$ cat src/rtl/hlsm_sample_loader.sv
// hlsm_sample_loader
//
// Upstream feeder for the max/min-difference HLSM. The block captures a burst
// of DEPTH samples from a valid/ready stream into a register-file buffer. It
// then pulses go for one cycle to launch the HLSM and serves the HLSM's buffer
// reads through a combinational read port. The buffer stays frozen until the
// HLSM reports done with a rising edge on done_in.
//
// Optional feature macro: LOADER_TIMEOUT_EN
//   defined   : a WAIT watchdog aborts to IDLE after TIMEOUT cycles and sets
//               the sticky err flag
//   undefined : no watchdog; WAIT holds until a done_in rise; err is tied 0
//
// Ports
//   Clk       in   1         system clock, rising edge
//   Rst       in   1         asynchronous active-low reset
//   start     in   1         request a new burst (honoured only in IDLE)
//   in_valid  in   1         upstream sample valid
//   in_data   in   WIDTH     upstream sample
//   in_ready  out  1         loader accepts a sample this cycle (FILL)
//   rd_addr   in   ADDR_W    HLSM read address
//   rd_data   out  WIDTH     mem[rd_addr], combinational; 0 when out of range
//   go        out  1         one-cycle launch pulse to the HLSM
//   done_in   in   1         HLSM done level
//   busy      out  1         high in every state except IDLE
//   count     out  ADDR_W+1  samples accepted in the current burst
//   err       out  1         sticky timeout flag
module hlsm_sample_loader #(
    parameter int WIDTH   = 8,
    parameter int DEPTH   = 16,
    parameter int ADDR_W  = 4,
    parameter int TIMEOUT = 255
) (
    input  logic              Clk,
    input  logic              Rst,
    input  logic              start,
    input  logic              in_valid,
    input  logic [WIDTH-1:0]  in_data,
    output logic              in_ready,
    input  logic [ADDR_W-1:0] rd_addr,
    output logic [WIDTH-1:0]  rd_data,
    output logic              go,
    input  logic              done_in,
    output logic              busy,
    output logic [ADDR_W:0]   count,
    output logic              err
);

    typedef enum logic [1:0] {
        S_IDLE   = 2'd0,
        S_FILL   = 2'd1,
        S_LAUNCH = 2'd2,
        S_WAIT   = 2'd3
    } state_t;

    localparam logic [ADDR_W-1:0] LAST_IDX  = ADDR_W'(DEPTH - 1);
    localparam logic [ADDR_W:0]   DEPTH_EXT = (ADDR_W + 1)'(DEPTH);

    state_t             state_q;
    state_t             state_d;
    logic [ADDR_W-1:0]  wr_ptr;
    logic [WIDTH-1:0]   mem [DEPTH];
    logic               done_prev;
    logic               done_rise;
    logic               accept;
    logic               last_accept;
    logic               timeout_hit;

    assign accept      = (state_q == S_FILL) && in_valid;
    assign last_accept = accept && (wr_ptr == LAST_IDX);

    // done_prev resets high so that a done_in already high coming out of
    // reset is not mistaken for a fresh completion.
    assign done_rise = done_in && !done_prev;

    // All handshake outputs are pure decodes of the state register.
    assign in_ready = (state_q == S_FILL);
    assign go       = (state_q == S_LAUNCH);
    assign busy     = (state_q != S_IDLE);

    // Addresses beyond the buffer read as zero rather than aliasing.
    assign rd_data = ({1'b0, rd_addr} < DEPTH_EXT) ? mem[rd_addr] : '0;

`ifdef LOADER_TIMEOUT_EN
    localparam int                TO_W    = $clog2(TIMEOUT + 1);
    localparam logic [TO_W-1:0]   TO_LAST = TO_W'(TIMEOUT - 1);

    logic [TO_W-1:0] wait_cnt;

    // The counter is zeroed while in LAUNCH, so it is zero on WAIT entry. The
    // abort fires on the edge that would complete TIMEOUT cycles in WAIT.
    assign timeout_hit = (state_q == S_WAIT) && (wait_cnt == TO_LAST);

    always_ff @(posedge Clk or negedge Rst) begin
        if (!Rst) begin
            wait_cnt <= '0;
        end else if (state_q == S_LAUNCH) begin
            wait_cnt <= '0;
        end else if (state_q == S_WAIT) begin
            wait_cnt <= wait_cnt + 1'b1;
        end
    end

    // err is sticky until reset; a done rise on the same cycle wins.
    always_ff @(posedge Clk or negedge Rst) begin
        if (!Rst) begin
            err <= 1'b0;
        end else if (timeout_hit && !done_rise) begin
            err <= 1'b1;
        end
    end
`else
    assign timeout_hit = 1'b0;
    assign err         = 1'b0;
`endif

    // Edge detector history, updated every cycle regardless of state.
    always_ff @(posedge Clk or negedge Rst) begin
        if (!Rst) begin
            done_prev <= 1'b1;
        end else begin
            done_prev <= done_in;
        end
    end

    // State register.
    always_ff @(posedge Clk or negedge Rst) begin
        if (!Rst) begin
            state_q <= S_IDLE;
        end else begin
            state_q <= state_d;
        end
    end

    // Next-state logic.
    always_comb begin
        state_d = state_q;
        case (state_q)
            S_IDLE: begin
                if (start) begin
                    state_d = S_FILL;
                end
            end
            S_FILL: begin
                if (last_accept) begin
                    state_d = S_LAUNCH;
                end
            end
            S_LAUNCH: begin
                state_d = S_WAIT;
            end
            S_WAIT: begin
                if (done_rise || timeout_hit) begin
                    state_d = S_IDLE;
                end
            end
            default: begin
                state_d = S_IDLE;
            end
        endcase
    end

    // Buffer write path. The write pointer saturates at the last entry, and
    // writes happen only in FILL, so the buffer is frozen in LAUNCH, WAIT
    // and IDLE. Count and contents persist in IDLE until the next start.
    always_ff @(posedge Clk or negedge Rst) begin
        if (!Rst) begin
            wr_ptr <= '0;
            count  <= '0;
            for (int i = 0; i < DEPTH; i++) begin
                mem[i] <= '0;
            end
        end else if ((state_q == S_IDLE) && start) begin
            wr_ptr <= '0;
            count  <= '0;
        end else if (accept) begin
            mem[wr_ptr] <= in_data;
            count       <= count + 1'b1;
            if (wr_ptr != LAST_IDX) begin
                wr_ptr <= wr_ptr + 1'b1;
            end
        end
    end

endmodule

$ cat config.mk
export PLATFORM = sky130hd
export DESIGN_NAME = hlsm_sample_loader
export DESIGN_NICKNAME = d
export VERILOG_FILES = /design/src/rtl/hlsm_sample_loader.sv
export SDC_FILE = /design/constraint.sdc
export NUM_CORES = 1
export LEC_CHECK = 0
export CAP_MARGIN = 15
export CELL_PAD_IN_SITES_DETAIL_PLACEMENT = 1
export CELL_PAD_IN_SITES_GLOBAL_PLACEMENT = 1
export CORE_MARGIN = 10
export CORE_UTILIZATION = 46
export CTS_CLUSTER_DIAMETER = 30
export CTS_CLUSTER_SIZE = 12
export DETAILED_ROUTE_END_ITERATION = 12
export HOLD_SLACK_MARGIN = 0.12
export PLACE_DENSITY = 0.76
export SYNTH_ARGS = -nofsm -noshare
export SYNTH_HDL_FRONTEND = slang
export SYNTH_SLANG_ARGS = --single-unit
$ cat constraint.sdc
create_clock -name Clk -period 1.8 [get_ports Clk]
set_input_delay 0.36 -clock Clk [delete_from_list [all_inputs] [get_ports Clk]]
set_output_delay 0.36 -clock Clk [all_outputs]
set_load 0.02 [all_outputs]
Word level (Yosys, flattened, before mapping)
Cells that the tools add are included.
- equal/unequal tests: 8
- $lt $le $gt $ge: 3
- add/sub/neg operators: 2
- bitwise gates (word level): 3
- multiplexer cells: 15
- reduce and logical (&&, ||, !) cells: 13
- operator list (operator ; count):
    bitwise mux 128 bit ; 1
    binary-select mux 8 bit (select 4 bit) ; 1
    demux 8 bit (select 4 bit) ; 1
    2-to-1 mux 8 bit ; 3
    2-to-1 mux 4 bit ; 3
    >= comparator 5 bit, second input constant ; 2
    2-to-1 mux 5 bit ; 2
    inverter 4 -> 5 bit ; 2
    one-hot mux 2 bit (4 select lines) ; 1
    2-to-1 mux 2 bit ; 3
    nonzero test 2 bit ; 3
    adder 5 x 1 -> 5 bit, second input constant ; 1
    logical AND 1 bit ; 5
    < comparator 5 x 1 -> 1 bit, second input constant ; 1
    adder 4 x 1 -> 4 bit, second input constant ; 1
    == test 2 bit, second input constant ; 2
    == test 4 bit, second input constant ; 1
    inequality test 2 bit, second input constant ; 2
    inequality test 4 bit, second input constant ; 1
    AND reduction 2 bit ; 2
    AND reduction 3 bit ; 1
    == test 2 x 1 -> 1 bit, second input constant ; 1
    zero test 2 bit ; 1
    inequality test 2 x 1 -> 1 bit, second input constant ; 1
    2 further kinds ; 2
- output and inout bits: 17
- bits in registers: 140

Depth between registers and ports, before layout
- depth in word-level cells: 6
- gate-level depth with buffers: 6
- mapped depth without buffers: 5

Least setup slack after synthesis
OpenSTA, ideal clock, no wires.
- kind: flip-flop to flip-flop
- from: register state_q[1]
- to: register mem[16] (netlist name)
- arrival time: 1.734 ns
- data required time: 1.675 ns
- path slack: -0.059 ns
- stages on the path, launching flop included: 7
- setup time: 0.125 ns
- cell sequence: dfrtp_1 > inv_1 > ha_1 > and2_1 > buf_4 > nand4_2 > mux2_2
- elaborated cells on any way between the ends: 6
- RTL lines (item ; RTL line ; text):
    from (decl) ; 59 ; state_t state_q;
    from (signal assigned) ; 131 ; state_q <= state_d;
    == test 2 x 1 -> 1 bit ; n/a ;
    net in_ready ; 39 ; output logic in_ready,
    logical AND 1 bit ; 69 ; assign accept = (state_q == S_FILL) && in_valid;
    AND reduction 2 bit (no line) ; n/a ;
    to (signal, indexed assignment) ; 177 ; mem[wr_ptr] <= in_data;
    to (decl) ; 62 ; logic [WIDTH-1:0] mem [DEPTH];
The timed path passes the listed nets, and every way through them passes these cells.
A chain may end at the register's enable or synchronous reset.

Worst setup path after layout
- from: register mem[96] (netlist name)
- to: output port rd_data[0]
- longest elaborated chain between the ends: 3
- RTL lines (item ; RTL line ; text):
    binary-select mux 8 bit (select 4 bit) ; 82 ; assign rd_data = ({1'b0, rd_addr} < DEPTH_EXT) ? mem[rd_addr] : '0;
    2-to-1 mux 8 bit (not written as such) (2 in a row) ; 82 ;
    to (decl) ; 41 ; output logic [WIDTH-1:0] rd_data,
Every way passes these cells. The select of a mux whose other input is x is not followed.

==> out/qor.csv <==
stage,metric,value,unit
worst_setup_path,crit_buf_inv,1,
drt,routed_wl,17270,um
timing,period_share,1.230,
synthesis,synth_edf_count,0,
final_layout,fillers,1376,
drt,viasPerCell,5.779,
final_layout,nNetsFinal,545,
worst_setup_path,r2r_end,mem[54],
global_routing,grt_antenna_before_repair,0,
status,violations,setup timing,
timing,fin_hold_ws,0.4091,ns
drt,ant_nets,0,
global_routing,grt.total_usage,0.1806,
worst_setup_path,crit_path_start,mem[96],
synthesis,ys.flop_type,dfrtp_1,
synthesis,synth_top_area_frac,0.5140,
timing,setup_violations,8,
timing,fmax,451.7,MHz
drt,first_pass_iters,4,
worst_setup_path,cp_slowest_cell,mux4_4,
floorplan,ioPinCount,34,
hold_path,hold_class,primary input to flop,
synthesis,synthDistinctLibCells,40,
clock_network,insertion_delay,0.42,ns
synthesis,synth_fp_nets,462,
timing,tightest_slew,0.5996,ns
timing,post-route-min-period,2.214,ns
floorplan,dieArea,19960,um2
floorplan,die_y,141.3,um
final_layout,drive_gt1_frac,0.5655,
synthesis,synth.area.top_cells,"dfrtp_1, mux2_2, mux4_1, mux4_2, nand4_4",
power,peakVddDrop,0.0007608,V
worst_setup_path,crit_fanout,2,
drt,drt_iter0_markers,139,
job,maxCapViolCount,0,
floorplan,die_w,141.3,um
final_layout,design_area,8471,um2
place,gp_congestion,0.7930,
place,place_hpwl,10970,um
place,port_buffers,32,
global_routing,grt_overflow_total,0,
clock_network,cts_root_buf,clkbuf_16,
drt,wl_per_cell,24.28,um
worst_setup_path,cp-endpoint,rd_data[0],
status,outcome,finished with violations,
global_routing,grt_max_degree,44,
synthesis,yosysMostFrequentCell,dfrtp_1,
clock_network,htreeDepth,4,
clock_network,cts_buffer_depth,2,
timing,rsz0062_at_grt,true,
clock_network,clk_pin_slew,0.06,ns
worst_setup_path,slowest_delay,0.62,ns
worst_setup_path,cp_top_family,multiplexers,
synthesis,yosysSeqAreaShare,0.5178,
clock_network,cts.sinks,140,
worst_setup_path,r2r_start,state_q[1],
power,leakagePower,4.014,nW
worst_setup_path,endpoint_kind,output port,
drt,remaining_drc_errors,0,
timing,clock_skew,0.01054,ns
floorplan,start_util,0.4674,
worst_setup_path,arrival,1.85,ns
worst_setup_path,worst-r2r-cell-count,6,
global_routing,grt_pass1_wl,27550,um
timing,tns,-2.557,ns
synthesis,synthCells,435,
power,power.total,10.77,mW
clock_network,cts_tree,done,
floorplan,rows,44,
drt,via_count,4109,
timing,hold_violations,0,
clock_network,numCtsBuffers,17,
worst_setup_path,cp-start-kind,flop,
floorplan,design.core.area,14480,um2
worst_setup_path,required,1.44,ns
worst_setup_path,worst-path-stages,4,
synthesis,synth_area_leader_cell,dfrtp_1,
worst_setup_path,crit_type,flop to output port,
power,power_density,1272,nW/um2
timing,setup_ws,-0.4141,ns
synthesis,ys_ff_latch,140,
timing,maxSlewViolCount,0,
place,placed_area,7717,um2
synthesis,syn_area,6768,um2
synthesis,yosysWarnings,0,
timing,relSlewSlack,0.5990,
synthesis,synthTopCellsByCount,"dfrtp_1, mux2_2, a22oi_1, mux4_1, mux4_2",
final_layout,utilization,0.5850,
synthesis,syn_avg_cell_area,15.56,um2
worst_setup_path,path_cells,mux4_4 > a22oi_2 > nand2_2 > buf_6,
synthesis,async_flop_share,1.000,
worst_setup_path,r2r_slack,0.08,ns
final_layout,syn_to_final_growth,25.16,%
global_routing,grt_pass1_vias,4683,
final_layout,diodes,0,
==> per-layer routing <==
layer,GRT usage,vias up,share of wire
met1,0.2114,2188,0.41
met2,0.3163,86,0.53
met3,0.04806,18,0.040
li1,-,1817,-
met5,0,-,0
met4,0.05435,0,0.015
==> placed cells by master, fill, tap and decap left out, types with 5 or more instances in the layout <==
cell / count
clkbuf_1: 6
nand2_2: 8
nand4_4: 7
clkdlybuf4s50_1: 13
a22oi_2: 13
buf_12: 20
inv_1: 5
nor2_1: 5
ha_1: 8
mux4_1: 7
buf_4: 36
clkbuf_16: 17
nand4_2: 9
dfrtp_1: 138
mux2_2: 129
buf_6: 8
mux4_2: 24
a21oi_1: 7
nand3_1: 6
==> power by group <==
group | switching, mW | internal, mW
Combinational | 1.41 | 1.77
Sequential | 0.501 | 4.03
Clock | 1.23 | 1.84
==> cell families after synthesis <==
| family | count (synthesis) | share of synthesized area |
|---|---|---|
| compound gates | 30 | 0.02958 |
| xor+xnor | 2 | 0.002589 |
| fa+ha+maj | 10 | 0.01849 |
| buf+inv | 35 | 0.03272 |
| flops | 140 | 0.5178 |
| mux | 162 | 0.3319 |
| other cells | 1 | 0.0005541 |
| simple gates | 55 | 0.06638 |
==> sequential cells by signal, indices dropped and copies added, names as in the netlist <==
name / flops
wr_ptr: 4
state_q: 2
done_prev: 1
count: 5
mem: 128
==> stage by stage <==
stage / std cells / setup slack (ns)
2_1_floorplan: 435 / -0.02947
6_report: 711 / -0.4141
5_1_grt: 711 / -0.4546
3_5_place_dp: 669 / -1.020
3_3_place_gp: 669 / -0.9962
4_1_cts: 709 / -0.4040
==> timing repair <==
item                                   in CTS  in global routing
buffers inserted                            8                  2
hold buffers                                1                  0
endpoints found under the hold margin      39                  0
cloned                                      3                  0
resized for setup                          88                 14
setup endpoints to repair                 143                 99
pin swaps                                  11                  5
==> how the worst min path moves through the flow <==
| stage | endpoint | slack (ns) | cells after the start | from |
|---|---|---|---|---|
| after floorplan | count[0] | 0.06 | 0 | Rst |
| after global placement | mem[22] | 0.31 | 1 | Rst |
| after detailed placement | mem[54] | 0.32 | 1 | Rst |
| after CTS | done_prev | 0.39 | 1 | done_in |
| after global routing | done_prev | 0.41 | 1 | done_in |
| final | done_prev | 0.41 | 1 | done_in |
==> worst register-to-register path, cell delays in order, from the launching register on <==
cell	delay [ns]
dfrtp_1	0.39
inv_2	0.10
ha_4	0.14
and2_4	0.18
buf_12	0.16
nand4_4	0.26
mux2_2	0.37
==> cell type report <==
type	count	area (um2)	share of cell area
clock inverters	2	12.51	0.001477
flip-flops and latches	140	3506	0.4139
repair buffers	92	1076	0.1270
clock buffers	26	489.2	0.05775
inverters	7	26.28	0.003102
well taps	184	230.2	0.02718
multi-input cells	260	3131	0.3696
Power figures use the tool's default switching activity.
